## src/rtl/lsu_mem_access.sv

```systemverilog
// Purpose : LSU memory-access stage; turns an execute-stage load/store into one req/gnt/rvalid transaction and returns extended load data.
// Latency : accept at edge 0, mem_req from cycle 1; zero-wait store frees the stage in cycle 2, load with rvalid in cycle 2 gives wb_valid in cycle 3.
// Backpressure: ex_ready is high only in IDLE; a transaction holds the stage until gnt (store), rvalid (load) or timeout.
//
// Ports:
//   clk, rst_n                      clock and async active-low reset
//   ex_valid / ex_ready             execute-stage handshake
//   rd_addr, rd_en, rd_size         load request (size 00 byte, 01 half, 10 word)
//   wr_addr, wr_data, wr_en, wr_size store request; a load wins when both are set
//   load_unsigned, rd_idx           extension mode and destination register
//   mem_req/we/addr/be/wdata        data-memory request, held stable until mem_gnt
//   mem_gnt, mem_rvalid, mem_rdata  data-memory response
//   wb_valid, wb_rd_idx, wb_data    one-cycle load writeback
//   misaligned, bus_error           one-cycle error pulses
module lsu_mem_access #(
    parameter int unsigned MAX_WAIT = 255
) (
    input  logic        clk,
    input  logic        rst_n,
    input  logic        ex_valid,
    output logic        ex_ready,
    input  logic [31:0] rd_addr,
    input  logic        rd_en,
    input  logic [1:0]  rd_size,
    input  logic [31:0] wr_addr,
    input  logic [31:0] wr_data,
    input  logic        wr_en,
    input  logic [1:0]  wr_size,
    input  logic        load_unsigned,
    input  logic [4:0]  rd_idx,
    output logic        mem_req,
    output logic        mem_we,
    output logic [31:0] mem_addr,
    output logic [3:0]  mem_be,
    output logic [31:0] mem_wdata,
    input  logic        mem_gnt,
    input  logic        mem_rvalid,
    input  logic [31:0] mem_rdata,
    output logic        wb_valid,
    output logic [4:0]  wb_rd_idx,
    output logic [31:0] wb_data,
    output logic        misaligned,
    output logic        bus_error
);

    // Counter only needs to reach MAX_WAIT; a disabled timeout keeps a 1-bit dummy.
    localparam int CW = (MAX_WAIT > 1) ? $clog2(MAX_WAIT + 1) : 1;

    typedef enum logic [1:0] {
        ST_IDLE = 2'd0,
        ST_REQ  = 2'd1,
        ST_WAIT = 2'd2
    } state_t;

    state_t      state;
    logic [CW-1:0] cnt;
    logic [1:0]  ld_off;
    logic [1:0]  ld_size;
    logic        ld_unsigned;
    logic [4:0]  ld_idx;

    logic        req_load;
    logic        req_any;
    logic [31:0] req_addr;
    logic [1:0]  req_size;
    logic        req_illegal;
    logic [3:0]  req_be;
    logic [31:0] st_data;
    logic [31:0] ld_shift;
    logic [31:0] ld_ext;
    logic        timeout;

    always_comb begin
        req_load = rd_en;
        req_any  = rd_en | wr_en;
        req_addr = rd_en ? rd_addr : wr_addr;
        req_size = rd_en ? rd_size : wr_size;

        case (req_size)
            2'b00: begin
                req_illegal = 1'b0;
                req_be      = 4'b0001 << req_addr[1:0];
            end
            2'b01: begin
                req_illegal = req_addr[0];
                req_be      = 4'b0011 << req_addr[1:0];
            end
            2'b10: begin
                req_illegal = |req_addr[1:0];
                req_be      = 4'b1111;
            end
            default: begin
                req_illegal = 1'b1;
                req_be      = 4'b0000;
            end
        endcase

        // Replicate so the memory can pick the lane selected by mem_be.
        case (wr_size)
            2'b00:   st_data = {4{wr_data[7:0]}};
            2'b01:   st_data = {2{wr_data[15:0]}};
            default: st_data = wr_data;
        endcase

        ld_shift = mem_rdata >> {ld_off, 3'b000};
        case (ld_size)
            2'b00:   ld_ext = {{24{ld_shift[7]  & ~ld_unsigned}}, ld_shift[7:0]};
            2'b01:   ld_ext = {{16{ld_shift[15] & ~ld_unsigned}}, ld_shift[15:0]};
            default: ld_ext = ld_shift;
        endcase
    end

    // Completion is tested before timeout, so a response in the limit cycle still succeeds.
    assign timeout  = (MAX_WAIT != 0) && (cnt == CW'(MAX_WAIT));
    assign ex_ready = (state == ST_IDLE);

    always_ff @(posedge clk or negedge rst_n) begin
        if (!rst_n) begin
            state       <= ST_IDLE;
            cnt         <= '0;
            ld_off      <= 2'b00;
            ld_size     <= 2'b00;
            ld_unsigned <= 1'b0;
            ld_idx      <= 5'd0;
            mem_req     <= 1'b0;
            mem_we      <= 1'b0;
            mem_addr    <= 32'd0;
            mem_be      <= 4'd0;
            mem_wdata   <= 32'd0;
            wb_valid    <= 1'b0;
            wb_rd_idx   <= 5'd0;
            wb_data     <= 32'd0;
            misaligned  <= 1'b0;
            bus_error   <= 1'b0;
        end else begin
            wb_valid   <= 1'b0;
            misaligned <= 1'b0;
            bus_error  <= 1'b0;
            case (state)
                ST_IDLE: begin
                    // A NOP (neither enable) is consumed without any effect.
                    if (ex_valid && req_any) begin
                        if (req_illegal) begin
                            misaligned <= 1'b1;
                        end else begin
                            state       <= ST_REQ;
                            cnt         <= '0;
                            mem_req     <= 1'b1;
                            mem_we      <= ~req_load;
                            mem_addr    <= {req_addr[31:2], 2'b00};
                            mem_be      <= req_be;
                            mem_wdata   <= req_load ? 32'd0 : st_data;
                            ld_off      <= req_addr[1:0];
                            ld_size     <= req_size;
                            ld_unsigned <= load_unsigned;
                            ld_idx      <= rd_idx;
                        end
                    end
                end
                ST_REQ: begin
                    cnt <= cnt + CW'(1);
                    if (mem_gnt) begin
                        mem_req <= 1'b0;
                        state   <= mem_we ? ST_IDLE : ST_WAIT;
                    end else if (timeout) begin
                        mem_req   <= 1'b0;
                        bus_error <= 1'b1;
                        state     <= ST_IDLE;
                    end
                end
                ST_WAIT: begin
                    cnt <= cnt + CW'(1);
                    if (mem_rvalid) begin
                        wb_valid  <= 1'b1;
                        wb_data   <= ld_ext;
                        wb_rd_idx <= ld_idx;
                        state     <= ST_IDLE;
                    end else if (timeout) begin
                        bus_error <= 1'b1;
                        state     <= ST_IDLE;
                    end
                end
                default: state <= ST_IDLE;
            endcase
        end
    end

endmodule
```

## config.mk

```make
export PLATFORM = sky130hd
export DESIGN_NAME = lsu_mem_access
export DESIGN_NICKNAME = d
export VERILOG_FILES = /design/src/rtl/lsu_mem_access.sv
export SDC_FILE = /design/constraint.sdc
export NUM_CORES = 1
export LEC_CHECK = 0
export BUFFER_PORTS_ARGS = -buffer_cell sky130_fd_sc_hd__buf_2
export CAP_MARGIN = 20
export CORE_ASPECT_RATIO = 0.75
export CORE_UTILIZATION = 49
export CTS_CLUSTER_SIZE = 12
export DETAILED_ROUTE_END_ITERATION = 16
export PLACE_DENSITY = 0.81
export SLEW_MARGIN = 10
export SYNTH_ARGS = -nofsm -noshare
export SYNTH_HDL_FRONTEND = slang
export SYNTH_SLANG_ARGS = --single-unit
```

## constraint.sdc

```tcl
create_clock -name clk -period 2.25 [get_ports clk]
set_input_delay 0 -clock clk [delete_from_list [all_inputs] [get_ports clk]]
set_output_delay 0 -clock clk [all_outputs]
set_load 0.005 [all_outputs]
```

==> flow_metrics.tcl, run 1 <==
set metrics [dict create \
    status "finished, final reports clean" \
    drtIter0Drc 424 \
    cts_tree "done" \
    endpoint_kind "flip-flop" \
    max_clock_freq_mhz 475 \
    tns_ns 0 \
    htreeDepth 4 \
    p_seq_frac 0.362 \
    grt_usage 0.329 \
    cts_buffer_depth 2 \
    grt_pass1_vias 6694 \
    max_slew.worst_pin.slew_ns 0.749 \
    p_leak_nw 4.87 \
    core_um2 12500 \
    synth-seq-cells 128 \
    initial_core_util 0.511 \
    grt_overflow 0 \
    syn_area_per_cell_um2 9.90 \
    avgViaCountPerCell 5.56 \
    critPathKind "flip-flop to flip-flop" \
    peakVddDrop_uv 662 \
    first_pass_iters 5 \
    hold_path_class "input port to flip-flop" \
    placed_cell_area_um2 7840 \
    skew_ns 0.00986 \
    gp_congestion 0.849 \
    layout.cells.most_common_list "buf_2 (252), nand2_1 (137), dfrtp_1 (128), dlygate4sd3_1 (120), mux2i_1 (71)" \
    wl_per_cell_um 18.5 \
    syn_to_final_growth_pct 51.3 \
    rsz0062_at_grt "no" \
    p_comb_frac 0.387 \
    synth_area_leaders "dfrtp_1 (50%), mux2i_1 (11%), nand2_1 (8.1%), o21ai_0 (4.6%), o31ai_1 (3.8%)" \
    min_period_over_period 0.936 \
    path_max_fanout 16 \
    synthCells 645 \
    synthFlopType "dfrtp_1" \
    insertion_delay_ns 0.41 \
    cts_buffers 17 \
    nNetsFinal 1165 \
    path_cells "inv_1 -> ha_1 -> and2_1 -> o21ai_4 -> buf_4 -> o31ai_1" \
    multi_input_area_um2 2910 \
    chipWidth_um 134 \
    hpwl_um 13200 \
    vias 6646 \
    fin_area_um2 9660 \
    drv_cap 0 \
    wl_um 22100 \
    num-fill-cells 786 \
    p_sw_frac 0.361 \
    grt_antenna_before_repair 2 \
    postCtsSetupBuffers 0 \
    drive_gt1_frac 0.321 \
    grt_max_degree 63 \
    die-area_um2 13500 \
    p_int_mw 7.18 \
    grt_pass1_wl_um 34000 \
    register_area_um2 3200 \
    synth.cell_area_um2 6380 \
    clock-root-buffer "clkbuf_16" \
    async_flop_share 1.00 \
    cpMaxStageDelayCell "dfrtp_1" \
    yosysWarnings 0 \
    drc 0 \
    hold_viol 0 \
    min_period_ns 2.11 \
    maxSlewViolCount 0 \
    pin_count 256 \
    setup_viol 0 \
    cp_data_required_time_ns 2.53 \
    switching_power_mw 4.06 \
    crit_arrival_ns 2.39 \
    synth_top_area_share 0.502 \
    io_buffer_count 253 \
    die_y_um 101 \
    final_common_cell "buf_2" \
    start_kind "flip-flop" \
    drtAntennaViolNets 0 \
    synth_edf_count 0 \
    ys_seq_area_frac 0.502 \
    relSlewSlack 0.501 \
    synth_cell_types 45 \
    numClockSinks 128 \
    rows 35 \
    cts.clk_slew.worst_paths_ns 0.06 \
    cp_slowest_stage_delay_ns 0.42 \
    power_density_nw_per_um2 1160 \
    p_clk_frac 0.251 \
    worst-r2r-setup-slack_ns 0.14 \
    synth_top_area_cell "dfrtp_1" \
]
[cells by family after synthesis]
logic type,synth area share
AOI/OAI and AO/OA,0.169
xor gates and xnor gates,0.00137
adders and majority gates,0.00980
buffers and inverters,0.0447
DFF,0.502
muxes,0.138
other,0.000588
and+or+nand+nor,0.135
[flip-flops by register name, summed over array words and instances, names as in the netlist]
signal       count
wb_rd_idx        5
mem_be           4
state            2
ld_unsigned      1
mem_wdata       32
ld_off           2
misaligned       1
wb_valid         1
ld_size          2
cnt              8
ld_idx           5
mem_req          1
mem_we           1
mem_addr        30
wb_data         32
bus_error        1
[repair_timing]
item,4_1_cts,5_1_grt
hold buffers,120,0
gates resized for setup,0,1
endpoints found under the hold margin,154,0
endpoints found under the setup margin,0,21
[cell usage after synthesis (2+ instances only)]
master	n
nand2_1	137
dfrtp_1	128
mux2i_1	71
o21ai_0	59
nor2_1	40
o31ai_1	32
clkbuf_1	22
a21oi_1	19
o21a_1	14
buf_2	11
nand2b_1	11
inv_1	9
a21oi_2	8
mux2_2	8
o22a_1	8
buf_6	7
o211ai_1	7
nand3_1	6
ha_1	5
and2_1	4
a32o_1	3
buf_4	3
o2bb2ai_1	3
a22o_1	2
a31oi_1	2
and3b_1	2
buf_1	2
mux2i_4	2
nor2b_1	2
o21ai_2	2
o41ai_1	2
[layout make-up]
cell class                      count  share of cell area
Sequential cell                   128               0.332
Multi-Input combinational cell    464               0.302
Timing Repair Buffer              395               0.279
Clock buffer                       22              0.0481
Tap cell                          166              0.0215
Clock inverter                     10              0.0140
Inverter                            9             0.00350
Antenna cell                        2            0.000518
[power by group through the flow]
stage	logic, mW	clock network [mW]	registers [mW]
4_1_cts	4.19	2.85	3.99
6_report	4.35	2.82	4.07
5_1_grt	4.80	2.95	4.16
3_5_place_dp	3.99	0	3.99
2_1_floorplan	2.17	0	4.01
3_3_place_gp	3.86	0	3.98
[metrics by stage]
step | cells | hold WS, ns | worst slack [ns] | utilization | power, mW
CTS | 1193 | 0.000187 | 0.133 | 0.772 | 11.0
global route | 1195 | 0.0108 | 0.0280 | 0.773 | 11.9
detailed placement | 1041 | -0.0200 | 0.235 | 0.628 | 7.98
finish | 1196 | 0.00756 | 0.143 | 0.774 | 11.2
global placement | 1041 | -0.0199 | 0.319 | 0.628 | 7.83
floorplan | 646 | -0.296 | 0.484 | - | 6.18
[worst max-delay path, delay by kind of cell (launching register included)]
family,cells,cell delay (ns)
flops,1,0.42
simple gates,1,0.36
compound gates,2,0.62
fa+ha+maj,1,0.23
buf+inv,2,0.34
[final timing paths]
check / start / end / cells after the start
setup / recovery: state[0] / mem_wdata[18] / 6
hold / removal: mem_rdata[1] / wb_data[1] / 4
setup reg to reg: state[0] / mem_wdata[18] / 6
hold reg to reg: wb_rd_idx[1] / wb_rd_idx[1] / 2
max in group asynchronous: rst_n / wb_data[12] / 3
min in group asynchronous: rst_n / cnt[4] / 2
[per-layer routing]
metal | vias up | part of all wire | GRT usage
met5 | - | 0 | 0
met4 | 0 | 0.039 | 0.171
met3 | 80 | 0.081 | 0.0845
met2 | 361 | 0.49 | 0.552
met1 | 3211 | 0.39 | 0.394
li1 | 2994 | - | -
Power figures use the tool's default switching activity.
==> run 2: changes to the inputs <==
--- a/config.mk
+++ b/config.mk
@@ -11,6 +11,7 @@
 export CORE_UTILIZATION = 49
 export CTS_CLUSTER_SIZE = 12
 export DETAILED_ROUTE_END_ITERATION = 16
+export GPL_TIMING_DRIVEN = 0
 export PLACE_DENSITY = 0.81
 export SLEW_MARGIN = 10
 export SYNTH_ARGS = -nofsm -noshare
==> flow_metrics.tcl, run 2 (synthesized netlist as in run 1, its figures left out) <==
set metrics [dict create \
    status "finished, final reports clean" \
    critPathKind "flip-flop to flip-flop" \
    endpoint_kind "flip-flop" \
    rsz0062_at_grt "no" \
    gp_congestion 0.876 \
    pin_count 256 \
    numClockSinks 128 \
    maxSlewViolCount 0 \
    hpwl_um 14000 \
    core_um2 12500 \
    clock-root-buffer "clkbuf_16" \
    wl_um 23400 \
    cts_tree "done" \
    grt_usage 0.357 \
    power_mw 11.4 \
    initial_core_util 0.511 \
    max_clock_freq_mhz 493 \
    dp.cells 1063 \
    die-area_um2 13500 \
    syn_to_final_growth_pct 52.5 \
    hold_path_class "input port to flip-flop" \
    vias 6837 \
    num-fill-cells 801 \
    p_sw_frac 0.366 \
    reg.largest.list "mem_wdata: 32 flops, wb_data: 32 flops, mem_addr: 30 flops" \
    cp_slowest_stage_delay_ns 0.41 \
    dp_slack_ns 0.122 \
    reg2regPathDepth 8 \
    hold_path_depth 4 \
    min_from "mem_rdata[14]" \
    finalNonFillerCells 1217 \
    grt_antenna_before_repair 1 \
    p_seq_frac 0.358 \
    postCtsSetupBuffers 0 \
    io_buffer_count 250 \
    drive_gt1_frac 0.318 \
    final_common_cell "buf_2" \
    p_clk_frac 0.256 \
    grt_overflow 0 \
    drc 0 \
    drv_cap 0 \
    min_to "wb_data[6]" \
    wl_per_cell_um 19.2 \
    chipWidth_um 134 \
    crit_arrival_ns 2.37 \
    cts_buffers 17 \
    first_pass_iters 5 \
    die_y_um 101 \
    htreeDepth 4 \
    drtAntennaViolNets 0 \
    layout.cells.most_common_list "buf_2 (260), nand2_1 (137), dfrtp_1 (128), dlygate4sd3_1 (121), mux2i_1 (71)" \
    avgViaCountPerCell 5.62 \
    p_int_mw 7.25 \
    switching_power_mw 4.19 \
    path_cells "inv_1 -> ha_1 -> nand2_1 -> inv_1 -> clkbuf_1 -> clkbuf_2 -> o211ai_1 -> nand2_1" \
    max_slew.worst_pin.slew_ns 0.892 \
    nNetsFinal 1186 \
    worst_slack_ns 0.222 \
    grt_pass1_wl_um 36500 \
    power_density_nw_per_um2 1170 \
    path_max_fanout 10 \
    start_kind "flip-flop" \
    reg2reg_from "state[0]" \
    worst-r2r-setup-slack_ns 0.22 \
    cts.clk_slew.worst_paths_ns 0.06 \
    cpMaxStageDelayCell "dfrtp_1" \
    grt_pass1_vias 6972 \
    setup_viol 0 \
    skew_ns 0.00943 \
    r2r_end "wb_data[0]" \
    min_period_ns 2.03 \
    cp_data_required_time_ns 2.60 \
    grt_max_degree 85 \
    p_leak_nw 4.89 \
    insertion_delay_ns 0.41 \
    postLayoutCoreUtil 0.780 \
    p_comb_frac 0.386 \
    tns_ns 0 \
    drtIter0Drc 502 \
    min_period_over_period 0.901 \
    peakVddDrop_uv 687 \
    relSlewSlack 0.403 \
    cts_buffer_depth 2 \
    hold_viol 0 \
    rows 35 \
]
[run 2: cell count changes in the layout (fill, tap and decap cells not counted), sizes merged]
| cell | delta |
|---|---|
| clkbuf | +18 |
| clkinvlp | +2 |
| buf | -1 |
| bufinv | +1 |
| dlygate4sd3 | +1 |
| inv | +1 |
| o21ai | -1 |
[run 2: how the worst max path moves through the flow]
stage                              end  startpoint
after detailed placement    wb_data[0]    state[0]
after global placement    mem_addr[23]       rst_n
after global routing        wb_data[3]    state[0]
after floorplan            wb_data[31]   ld_off[0]
final                       wb_data[0]    state[0]
after CTS                   wb_data[0]    state[0]
[run 2: layer usage]
layer	track usage	share of wire
met2	0.604	0.49
met4	0.185	0.046
met1	0.424	0.38
met3	0.0925	0.088
met5	0	0
[run 2: power groups by stage]
stage / logic [mW] / registers, mW / clock network, mW
after floorplan: 2.17 / 4.01 / 0
after global placement: 3.92 / 3.95 / 0
after detailed placement: 4.04 / 3.98 / 0
after CTS: 4.24 / 3.98 / 2.95
after global routing: 4.85 / 4.18 / 3.05
final: 4.41 / 4.09 / 2.93
[run 2: timing repair]
action,CTS,global route
hold buffers,121,0
gates resized for setup,0,6
endpoints found under the hold margin,217,0
setup endpoints to repair,0,16
[run 2: worst max-delay path: cells and delay by family (launching register included)]
family / cells / cell delay [ns]
buffers and inverters: 4 / 0.98
AO/OA/AOI/OAI: 1 / 0.15
flip-flops: 1 / 0.41
AND/OR/NAND/NOR: 2 / 0.25
adder cells (fa/ha/maj): 1 / 0.17
[run 2: through the flow]
stage | hold WS, ns | instance area [µm²]
2_1_floorplan | -0.296 | 6390
3_3_place_gp | 0.206 | 7850
3_5_place_dp | -0.0411 | 7880
4_1_cts | 0.000135 | 9720
5_1_grt | 0.0252 | 9730
6_report | 0.0169 | 9730
[run 2: layout make-up]
cell class                 count  area [µm²]  area share
tap                          166         208      0.0213
clock inverter                14         189      0.0194
inverter                       9        33.8     0.00347
antenna                        2        5.00    0.000514
multi-input combinational    463        2910       0.299
buffer                        45         250      0.0257
timing repair buffer         372        2500       0.256
sequential                   128        3200       0.329
clock buffer                  18         439      0.0451
==> run 3: changes to the inputs <==
==> constraint.sdc (replaced) <==
create_clock -name clk -period 2.25 [get_ports clk]
set_input_delay 0.675 -clock clk [delete_from_list [all_inputs] [get_ports clk]]
set_output_delay 0.675 -clock clk [all_outputs]
set_load 0.005 [all_outputs]
==> flow_metrics.tcl, run 3 (synthesized netlist as in run 1, its figures left out) <==
set metrics [dict create \
    status "finished, final reports clean" \
    nNetsFinal 1066 \
    reg2regPathDepth 6 \
    pin_count 256 \
    p_clk_frac 0.267 \
    drtAntennaViolNets 0 \
    n_antenna_cell 0 \
    cp_data_required_time_ns 2.56 \
    wl_um 18600 \
    rows 35 \
    cts_tree "done" \
    insertion_delay_ns 0.41 \
    chipWidth_um 134 \
    htreeDepth 4 \
    numClockSinks 128 \
    path_max_fanout 10 \
    grtUsageMet2 0.473 \
    max_slew.worst_pin.slew_ns 0.781 \
    finalNonFillerCells 1095 \
    critPathKind "input port to flip-flop" \
    register_area_um2 3200 \
    die_y_um 101 \
    start_kind "input port" \
    hpwl_um 14000 \
    peakVddDrop_uv 687 \
    die-area_um2 13500 \
    worst_slack_ns 0.198 \
    grt_pass1_vias 5667 \
    grt_usage 0.288 \
    p_sw_frac 0.354 \
    max_clock_freq_mhz 487 \
    p_comb_frac 0.369 \
    min_period_ns 2.05 \
    gp_congestion 0.876 \
    postCtsSetupBuffers 0 \
    grt_pass1_wl_um 29700 \
    clock-root-buffer "clkbuf_16" \
    dp.cells 1063 \
    relSlewSlack 0.477 \
    grt_antenna_before_repair 1 \
    initial_core_util 0.511 \
    grt_use_met3 0.0633 \
    io_buffer_count 250 \
    syn_to_final_growth_pct 33.3 \
    drive_gt1_frac 0.357 \
    endpoint_kind "flip-flop" \
    ctsHoldBuffers 0 \
    drtIter0Drc 339 \
    p_seq_frac 0.364 \
    wl_per_cell_um 17.0 \
    setup_viol 0 \
    vias 5888 \
    reg.largest.list "mem_wdata: 32 flops, wb_data: 32 flops, mem_addr: 30 flops" \
    dp_slack_ns -0.258 \
    rsz0062_at_grt "no" \
    busiest_layer "met2" \
    reg2reg_from "ld_off[0]" \
    grt_overflow 0 \
    layout.cells.most_common_list "buf_2 (260), nand2_1 (137), dfrtp_1 (128), mux2i_1 (71), o21ai_0 (59)" \
    placed_cell_area_um2 7880 \
    num-fill-cells 1015 \
    min_period_over_period 0.912 \
    final_common_cell "buf_2" \
    p_int_mw 7.08 \
    first_pass_iters 5 \
    hold_viol 0 \
    crit_arrival_ns 2.36 \
    power_density_nw_per_um2 1290 \
    multi_input_area_um2 2900 \
    maxSlewViolCount 0 \
    use_met1 0.385 \
    cts_buffers 17 \
    core_um2 12500 \
    drc 0 \
    skew_ns 0.0113 \
    switching_power_mw 3.88 \
    fin_area_um2 8510 \
    hold_path_class "input port to async pin" \
    drv_cap 0 \
    cts.clk_slew.worst_paths_ns 0.06 \
    p_leak_nw 4.38 \
    avgViaCountPerCell 5.38 \
    worst-r2r-setup-slack_ns 0.20 \
    grt_max_degree 85 \
    cts_buffer_depth 2 \
    r2r_end "wb_data[12]" \
]
[run 3: cell types whose count changed in the layout (fill, tap and decap cells not counted), sizes merged]
cell / before / now
clkbuf: 40 / 41
diode: 2 / 0
dlygate4sd3: 121 / 0
[run 3: worst max-delay path by stage]
stage / to / from / slack (ns)
CTS: wb_data[0] / state[0] / 0.1
floorplan: mem_wdata[18] / wr_size[0] / 0.17
global route: wb_data[3] / state[0] / 0.02
global placement: mem_addr[23] / rst_n / -1.16
finish: mem_wdata[25] / wr_size[1] / 0.20
detailed placement: mem_wdata[25] / wr_size[1] / -0.26
[run 3: repair_timing]
action,in CTS,in global routing
setup endpoints to repair,0,12
resized for setup,0,4
hold endpoints to repair,0,0
[run 3: layer usage]
layer | up-vias | routed length, µm | share of wire
met5 | - | 0 | 0
met4 | 0 | 152 | 0.0082
met3 | 14 | 1330 | 0.072
met2 | 228 | 8940 | 0.48
met1 | 2849 | 8180 | 0.44
li1 | 2797 | - | -
[run 3: power groups by stage]
stage	registers (mW)	clock network, mW	logic (mW)
final	3.99	2.92	4.04
after global placement	3.95	0	3.92
after global routing	4.12	3.05	4.52
after CTS	3.98	2.95	4.06
after detailed placement	3.98	0	4.04
after floorplan	4.01	0	2.17
[run 3: per-stage QoR]
step           power (mW)   util  hold WS, ns  setup TNS [ns]
2_1_floorplan        6.18      -        0.379               0
5_1_grt              11.7  0.682        0.219               0
4_1_cts              11.0  0.682        0.193               0
6_report             11.0  0.682        0.186               0
3_3_place_gp         7.87  0.629        0.451         -156.32
3_5_place_dp         8.01  0.631        0.453          -12.80
[run 3: critical path, cell delays in order]
cell	delay, ns
clkbuf_1	0.31
mux2i_1	0.25
o21a_1	0.21
o21ai_2	0.27
buf_6	0.19
buf_6	0.15
buf_6	0.15
nand2_1	0.07
o31ai_1	0.08
[run 3: area by class of cell]
cell class / count / share of cell area
multi-input cells: 463 / 0.341
inverters: 9 / 0.00397
plain buffers: 46 / 0.0298
repair buffers: 251 / 0.151
clock inverters: 14 / 0.0222
clock buffers: 18 / 0.0516
flip-flops and latches: 128 / 0.376
well taps: 166 / 0.0244
